### config.mk
export PLATFORM = sky130hd
export DESIGN_NAME = jt12_adpcm_acnt
export DESIGN_NICKNAME = d
export VERILOG_FILES = /design/src/rtl/jt12_adpcm_pkg.sv /design/src/rtl/jt12_adpcm_chreg.sv /design/src/rtl/jt12_adpcm_acnt.sv
export SDC_FILE = /design/constraint.sdc
export NUM_CORES = 1
export LEC_CHECK = 0
export ABC_AREA = 1
export BUFFER_PORTS_ARGS = -buffer_cell sky130_fd_sc_hd__buf_2
export CELL_PAD_IN_SITES_DETAIL_PLACEMENT = 1
export CELL_PAD_IN_SITES_GLOBAL_PLACEMENT = 1
export CORE_MARGIN = 4
export CORE_UTILIZATION = 45
export DETAILED_ROUTE_END_ITERATION = 7
export GPL_TIMING_DRIVEN = 0
export PLACE_DENSITY = 0.81
export SLEW_MARGIN = 0
export SYNTH_ARGS = -nofsm -noshare
export SYNTH_HDL_FRONTEND = slang
export SYNTH_SLANG_ARGS = --single-unit
### constraint.sdc
create_clock -name clk -period 3.5 [get_ports clk]
set_clock_uncertainty 0.15 [all_clocks]
set_input_delay 0.35 -clock clk [delete_from_list [all_inputs] [get_ports clk]]
set_output_delay 0.35 -clock clk [all_outputs]
set_load 0.01 [all_outputs]
### src/rtl/jt12_adpcm_pkg.sv
`default_nettype none
// ============================================================================
//  Module   : jt12_adpcm_pkg
//  Purpose  : Shared types and helpers for the JT12 ADPCM address sequencer.
//             The channel state struct is sized for the widest supported ROM
//             address (AW_MAX). Narrower builds leave the upper naddr bits at
//             zero and mask them with naddr_mask().
//  Revision : 1.0 - initial release
// ============================================================================
package jt12_adpcm_pkg;

  // Widest ROM byte address and block register width supported
  localparam int AW_MAX = 32;
  localparam int RW_MAX = 32;
  // Nibble address width: one bit more than the byte address
  localparam int NAW    = AW_MAX + 1;
  // Default widths, and the nibble offset width of one block for them
  localparam int DEF_AW    = 24;
  localparam int DEF_RW    = 16;
  localparam int DEF_BLK_W = DEF_AW - DEF_RW + 1;

  typedef struct packed {
    logic [NAW-1:0] naddr;  // nibble address; bit 0 selects the nibble
    logic           on;     // channel is playing
    logic           first;  // next nibble starts a section
  } ch_state_t;

  // Ones in the low aw+1 bits (the nibble address range in use)
  function automatic logic [NAW-1:0] naddr_mask(input int aw);
    return (NAW'(1) << (aw + 1)) - NAW'(1);
  endfunction

  // Nibble address of the first nibble of block 'blk'
  function automatic logic [NAW-1:0] block_base(input logic [RW_MAX-1:0] blk,
                                                input int aw, input int rw);
    return NAW'(blk) << (aw - rw + 1);
  endfunction

  // True when naddr is the last nibble of block 'blk'
  function automatic logic end_nibble(input logic [NAW-1:0] naddr,
                                      input logic [RW_MAX-1:0] blk,
                                      input int aw, input int rw);
    logic [NAW-1:0] tail;
    tail = (NAW'(1) << (aw - rw + 1)) - NAW'(1);
    return (naddr & naddr_mask(aw)) == (block_base(blk, aw, rw) | tail);
  endfunction

endpackage
`default_nettype wire

### src/rtl/jt12_adpcm_chreg.sv
`default_nettype none
// ============================================================================
//  Module   : jt12_adpcm_chreg
//  Purpose  : NCH-entry register file holding start/end blocks and playback
//             state. CPU writes and key events land on any clock. The visited
//             slot is updated through the read-modify-write port. A key event
//             on a channel overrides that channel's read-modify-write update,
//             and key-off beats key-on.
//  Revision : 1.0 - initial release
// ============================================================================
module jt12_adpcm_chreg
  import jt12_adpcm_pkg::*;
#(
  parameter int NCH = 6,
  parameter int AW  = 24,
  parameter int RW  = 16,
  parameter int CW  = $clog2(NCH)
) (
  input  logic            clk,
  input  logic            rst_n,
  input  logic [RW-1:0]   wr_addr,
  input  logic [CW-1:0]   wr_ch,
  input  logic            wr_start,
  input  logic            wr_end,
  input  logic [NCH-1:0]  key_on,
  input  logic [NCH-1:0]  key_off,
  input  logic [CW-1:0]   rmw_ch,
  input  logic            rmw_we,
  input  ch_state_t       rmw_state,
  output ch_state_t       rd_state,
  output logic [RW-1:0]   rd_start,
  output logic [RW-1:0]   rd_end,
  output logic [NCH-1:0]  on_mask
);

  logic [RW-1:0] start_q [NCH];
  logic [RW-1:0] start_d [NCH];
  logic [RW-1:0] end_q   [NCH];
  logic [RW-1:0] end_d   [NCH];
  ch_state_t     st_q    [NCH];
  ch_state_t     st_d    [NCH];

  // Next state per channel: CPU writes, slot update, then key events on top
  always_comb begin
    for (int i = 0; i < NCH; i++) begin
      start_d[i] = start_q[i];
      end_d[i]   = end_q[i];
      st_d[i]    = st_q[i];
      if (wr_start && (wr_ch == CW'(i))) start_d[i] = wr_addr;
      if (wr_end   && (wr_ch == CW'(i))) end_d[i]   = wr_addr;
      if (rmw_we   && (rmw_ch == CW'(i))) st_d[i]   = rmw_state;
      if (key_off[i]) begin
        st_d[i].on = 1'b0;
      end else if (key_on[i]) begin
        st_d[i].naddr = block_base(RW_MAX'(start_q[i]), AW, RW);
        st_d[i].on    = 1'b1;
        st_d[i].first = 1'b1;
      end
    end
  end

  // Register file storage, cleared by reset
  always_ff @(posedge clk or negedge rst_n) begin
    if (!rst_n) begin
      for (int i = 0; i < NCH; i++) begin
        start_q[i] <= '0;
        end_q[i]   <= '0;
        st_q[i]    <= '0;
      end
    end else begin
      for (int i = 0; i < NCH; i++) begin
        start_q[i] <= start_d[i];
        end_q[i]   <= end_d[i];
        st_q[i]    <= st_d[i];
      end
    end
  end

  assign rd_state = st_q[rmw_ch];
  assign rd_start = start_q[rmw_ch];
  assign rd_end   = end_q[rmw_ch];

  for (genvar g = 0; g < NCH; g++) begin : g_on
    assign on_mask[g] = st_q[g].on;
  end

endmodule
`default_nettype wire

### src/rtl/jt12_adpcm_acnt.sv
`default_nettype none
// ============================================================================
//  Module   : jt12_adpcm_acnt
//  Purpose  : ADPCM address sequencer. Visits one channel per cen and emits
//             the ROM address, nibble select and decoder restart for active
//             channels. Raises sticky end-of-sample flags.
//  Config   : JT12_ADPCM_LOOP_EN - when defined, loop_en makes a channel
//             reload its start block at the end instead of stopping.
//  Revision : 1.0 - initial release
// ============================================================================
module jt12_adpcm_acnt
  import jt12_adpcm_pkg::*;
#(
  parameter int NCH = 6,
  parameter int AW  = 24,
  parameter int RW  = 16,
  parameter int CW  = $clog2(NCH)
) (
  input  logic            clk,
  input  logic            rst_n,
  input  logic            cen,
  input  logic [RW-1:0]   wr_addr,
  input  logic [CW-1:0]   wr_ch,
  input  logic            wr_start,
  input  logic            wr_end,
  input  logic [NCH-1:0]  key_on,
  input  logic [NCH-1:0]  key_off,
  input  logic [NCH-1:0]  loop_en,
  input  logic [NCH-1:0]  clr_flags,
  output logic [CW-1:0]   slot,
  output logic [AW-1:0]   addr_out,
  output logic            sel,
  output logic            roe_n,
  output logic            clr,
  output logic [NCH-1:0]  busy,
  output logic [NCH-1:0]  flags
);

  // cnt is the channel being visited; slot names the channel whose outputs
  // are currently presented, one cen behind cnt
  logic [CW-1:0]  cnt_q, cnt_d;
  logic [CW-1:0]  slot_q, slot_d;
  logic [AW-1:0]  addr_q, addr_d;
  logic           sel_q, sel_d;
  logic           roe_n_q, roe_n_d;
  logic           clr_q, clr_d;
  logic [NCH-1:0] flags_q, flags_d;
  logic [NCH-1:0] flag_set;

  ch_state_t      cur, nxt;
  logic [RW-1:0]  cur_start, cur_end;
  logic           key_ev, visit, end_hit, upd;

  jt12_adpcm_chreg #(.NCH(NCH), .AW(AW), .RW(RW), .CW(CW)) u_chreg (
    .clk       (clk),
    .rst_n     (rst_n),
    .wr_addr   (wr_addr),
    .wr_ch     (wr_ch),
    .wr_start  (wr_start),
    .wr_end    (wr_end),
    .key_on    (key_on),
    .key_off   (key_off),
    .rmw_ch    (cnt_q),
    .rmw_we    (upd),
    .rmw_state (nxt),
    .rd_state  (cur),
    .rd_start  (cur_start),
    .rd_end    (cur_end),
    .on_mask   (busy)
  );

`ifndef JT12_ADPCM_LOOP_EN
  logic unused_cfg;
  assign unused_cfg = ^{loop_en, cur_start};
`endif

  // Slot visit: read the current nibble, then advance, loop or stop
  always_comb begin
    cnt_d    = cnt_q;
    slot_d   = slot_q;
    addr_d   = addr_q;
    sel_d    = sel_q;
    roe_n_d  = roe_n_q;
    clr_d    = clr_q;
    flag_set = '0;
    upd      = 1'b0;
    nxt      = cur;
    nxt.first = 1'b0;
    key_ev   = key_on[cnt_q] | key_off[cnt_q];
    visit    = cen && cur.on && !key_ev;
    end_hit  = end_nibble(cur.naddr, RW_MAX'(cur_end), AW, RW);
    if (cen) begin
      slot_d  = cnt_q;
      cnt_d   = (cnt_q == CW'(NCH - 1)) ? '0 : cnt_q + CW'(1);
      roe_n_d = 1'b1;
      clr_d   = 1'b0;
    end
    if (visit) begin
      upd     = 1'b1;
      addr_d  = cur.naddr[AW:1];
      sel_d   = cur.naddr[0];
      roe_n_d = 1'b0;
      clr_d   = cur.first;
      if (end_hit) begin
        flag_set[cnt_q] = 1'b1;
`ifdef JT12_ADPCM_LOOP_EN
        if (loop_en[cnt_q]) begin
          nxt.naddr = block_base(RW_MAX'(cur_start), AW, RW);
          nxt.first = 1'b1;
        end else begin
          nxt.on = 1'b0;
        end
`else
        nxt.on = 1'b0;
`endif
      end else begin
        nxt.naddr = (cur.naddr + NAW'(1)) & naddr_mask(AW);
      end
    end
    flags_d = (flags_q & ~clr_flags) | flag_set;
  end

  // Output and sequencing registers
  always_ff @(posedge clk or negedge rst_n) begin
    if (!rst_n) begin
      cnt_q   <= '0;
      slot_q  <= '0;
      addr_q  <= '0;
      sel_q   <= 1'b0;
      roe_n_q <= 1'b1;
      clr_q   <= 1'b0;
      flags_q <= '0;
    end else begin
      cnt_q   <= cnt_d;
      slot_q  <= slot_d;
      addr_q  <= addr_d;
      sel_q   <= sel_d;
      roe_n_q <= roe_n_d;
      clr_q   <= clr_d;
      flags_q <= flags_d;
    end
  end

  assign slot     = slot_q;
  assign addr_out = addr_q;
  assign sel      = sel_q;
  assign roe_n    = roe_n_q;
  assign clr      = clr_q;
  assign flags    = flags_q;

endmodule
`default_nettype wire

==> impl_metrics.tcl <==
set metrics [dict create \
    setup_viol 0 \
    synth_xor_area_frac 0.00303 \
    synth_cells 2780 \
    core_area_sq_mm 0.0443 \
    worstMarginPinSlew_ns 1.28 \
    via_per_inst 5.88 \
    synthMuxAreaShare 0 \
    ir_drop_uv 448 \
    area_growth_pct 17.1 \
    ys_ff_latch 393 \
    io_pins 90 \
    grt-ovfl-total 0 \
    cts.reportedPaths.clkPinSlew_ns 0.07 \
    max_freq_mhz 289 \
    place_area_sq_mm 0.0215 \
    total_leakage_power_nw 11.8 \
    avgSynthCellArea_sq_um 7.28 \
    ctsLongestPathBuffers 3 \
    outcome "completed" \
    hold_viol_final 0 \
    finalMaxSlewViolations 0 \
    p_clk_frac 0.229 \
    track_usage 0.387 \
    fin_nets 2999 \
    critPathCaptureType "register" \
    clock_latency_ns 0.62 \
    place.gp.congestion 1.01 \
    yosys.area_share.simple 0.288 \
    wl_um 94400 \
    final_cells 3574 \
    core.rowCount 77 \
    power_mw 20.9 \
    post-route-period-util 0.990 \
    critPathMaxFanout 10 \
    vias 21000 \
    start_util 0.457 \
    max_cap_viol_count 0 \
    setup_ws_ns 0.0350 \
    clockRootBuffer "clkbuf_16" \
    ant_nets 0 \
    fillers 5679 \
    portBuffers 83 \
    dpl.hpwl_um 69300 \
    fin_area_sq_mm 0.0237 \
    dieArea_sq_mm 0.0484 \
    cts_tree "built" \
    cts_sinks 393 \
    wl_per_cell_um 26.4 \
    grt_pass1_wl_um 138000 \
    htreeDepth 2 \
    relSlewSlack 0.146 \
    synth_compound_area_frac 0.136 \
    dr.pass1.iters 5 \
    yosysWarnings 0 \
    pre_cts_slack_ns -0.914 \
    fp.dieH_um 220 \
    worstPathRequired_ns 3.83 \
    antenna_found_initial 3 \
    yosysSeqAreaShare 0.486 \
    swShare 0.485 \
    min_path_type "in -> reg" \
    power_density_mw_per_mm2 883 \
    power.share.sequential 0.297 \
    cts_buffers 44 \
    p_switching_mw 10.1 \
    synthAdderAreaFrac 0.00124 \
    netlist_area_sq_mm 0.0202 \
    cellInternalPower_mw 10.8 \
    critPathKind "reg -> reg" \
    synth_top_family_by_area "simple AND/OR/NAND/NOR gates" \
    worst-endpoint-arrival_ns 3.80 \
    die_w_um 220 \
    synth_nets 2830 \
    whs_ns 0.0656 \
    drive_gt1_frac 0.113 \
    period_needed_ns 3.47 \
    p_comb_frac 0.474 \
    synth_cell_type_count 42 \
    grt_max_degree 122 \
    cp-start-kind "register" \
    place_inst 3458 \
    drc 0 \
    rsz0062_at_grt "yes" \
    grt_pass1_vias 21200 \
    dr.first_iter.drc_count 2260 \
]
[cell type report]
| type | count | area (sq um) | share of cell area |
|---|---|---|---|
| repair buffers | 123 | 871 | 0.0367 |
| flip-flops and latches | 393 | 9840 | 0.415 |
| clock inverters | 16 | 186 | 0.00787 |
| well taps | 592 | 741 | 0.0313 |
| clock buffers | 62 | 1280 | 0.0540 |
| diodes | 1 | 2.50 | 0.000106 |
| multi-input cells | 1973 | 8920 | 0.376 |
| inverters | 246 | 928 | 0.0392 |
| plain buffers | 168 | 936 | 0.0395 |
[cell usage after synthesis, drive strengths merged]
cell / number / share of area
nand2: 925 / 0.17
dfrtp: 392 / 0.48
o21ai: 298 / 0.074
nor2: 292 / 0.056
inv: 243 / 0.045
a21oi: 217 / 0.054
nand3: 142 / 0.037
clkbuf: 99 / 0.018
buf: 69 / 0.022
nand4: 55 / 0.017
o22ai: 11 / 0.0040
nor3: 9 / 0.0032
a31oi: 8 / 0.0025
xor2: 6 / 0.0026
clkinv: 3 / 0.00056
ha: 2 / 0.0012
a32o: 1 / 0.00049
dfstp: 1 / 0.0013
nand3b: 1 / 0.00037
nor2b: 1 / 0.00031
o211ai: 1 / 0.00037
o221ai: 1 / 0.00043
o31ai: 1 / 0.00037
o32ai: 1 / 0.00043
xnor2: 1 / 0.00043
[metrics by stage]
| stage | util | setup TNS (ns) |
|---|---|---|
| 2_1_floorplan | - | 0 |
| 3_3_place_gp | 0.483 | -2413.49 |
| 3_5_place_dp | 0.485 | -110.74 |
| 4_1_cts | 0.530 | 0 |
| 5_1_grt | 0.535 | 0 |
| 6_report | 0.535 | 0 |
[state kept, by name, indices dropped and copies added (netlist names)]
signal	count
addr_out	24
sel	1
u_chreg.st_q	156
u_chreg.end_q	96
u_chreg.on_mask	6
slot	3
clr	1
flags	6
cnt_q	3
u_chreg.start_q	96
roe_n	1
[cell families after synthesis]
family                     count (synthesis)
and+or+nand+nor                         1425
AOI/OAI and AO/OA                        539
buffers and inverters                    414
DFF                                      393
xor gates and xnor gates                   7
adders and majority gates                  2
[critical path, cell delays in order (launching register included)]
cell	delay, ns
dfrtp_1	0.37
clkbuf_1	0.70
nand3_1	0.34
nand2_2	0.29
nand2_1	0.18
nand2_1	0.11
inv_1	0.04
nand2_1	0.06
nor2_1	0.04
nand3b_1	0.14
nor2_2	0.11
nor2_1	0.46
nand4_1	0.19
nand2_1	0.11
inv_1	0.04
[timing repair]
item                                    in CTS  in global routing
endpoints found under the setup margin     165                147
resized for setup                           76                 56
pin swaps                                    2                  4
hold buffers                                29                  0
setup buffers                                2                  6
endpoints found under the hold margin      122                  0
[power groups by stage]
stage          clock, mW  sequential (mW)  combinational [mW]
2_1_floorplan          0             6.12                5.09
3_3_place_gp           0             6.21                8.90
3_5_place_dp           0             6.25                9.09
4_1_cts             4.78             6.18                9.42
5_1_grt             4.99             6.31                10.5
6_report            4.80             6.22                9.92
[per-layer routing]
metal,wire [um],global-route usage,vias to the layer above
li1,-,-,9212
met1,39700,0.532,10700
met2,42300,0.599,908
met3,7400,0.0649,244
met4,5060,0.188,2
met5,13,0,-
[placed cells by master, fill, tap and decap left out, types with 4 or more instances in the layout]
cell type / n
clkinv_2: 7
o21ai_0: 273
nand3_1: 126
o21ai_2: 6
dlygate4sd3_1: 29
nand3_4: 4
inv_1: 236
clkbuf_2: 9
nand4_1: 55
inv_2: 5
nand2_4: 7
clkbuf_8: 12
buf_1: 5
clkbuf_16: 44
clkbuf_1: 98
clkbuf_4: 8
nor2_1: 268
o22ai_1: 9
nand3_2: 12
buf_4: 23
nand2_1: 889
nor3_1: 5
nor2_4: 5
nand2_2: 28
a21oi_1: 214
o21ai_1: 19
nor2_2: 19
xor2_1: 6
buf_2: 100
buf_6: 16
a31oi_1: 8
dfrtp_1: 392
[final timing paths]
kind | startpoint | slack, ns | cells past startpoint | end
worst max-delay path | cnt_q[2]$_DFFE_PN0P_ | 0.03 | 14 | u_chreg.st_q[8]$_DFF_PN0_
worst min-delay path | wr_start | 0.07 | 4 | u_chreg.start_q[0]$_DFFE_PN0P_
worst max register to register | cnt_q[2]$_DFFE_PN0P_ | 0.03 | 14 | u_chreg.st_q[8]$_DFF_PN0_
worst min register to register | u_chreg.st_q[175]$_DFF_PN0_ | 0.33 | 2 | u_chreg.st_q[175]$_DFF_PN0_
max in group asynchronous | rst_n | 1.49 | 4 | u_chreg.start_q[44]$_DFFE_PN0P_
min in group asynchronous | rst_n | 0.18 | 2 | addr_out[18]$_DFFE_PN0P_
(Power assumes the default switching activity.)
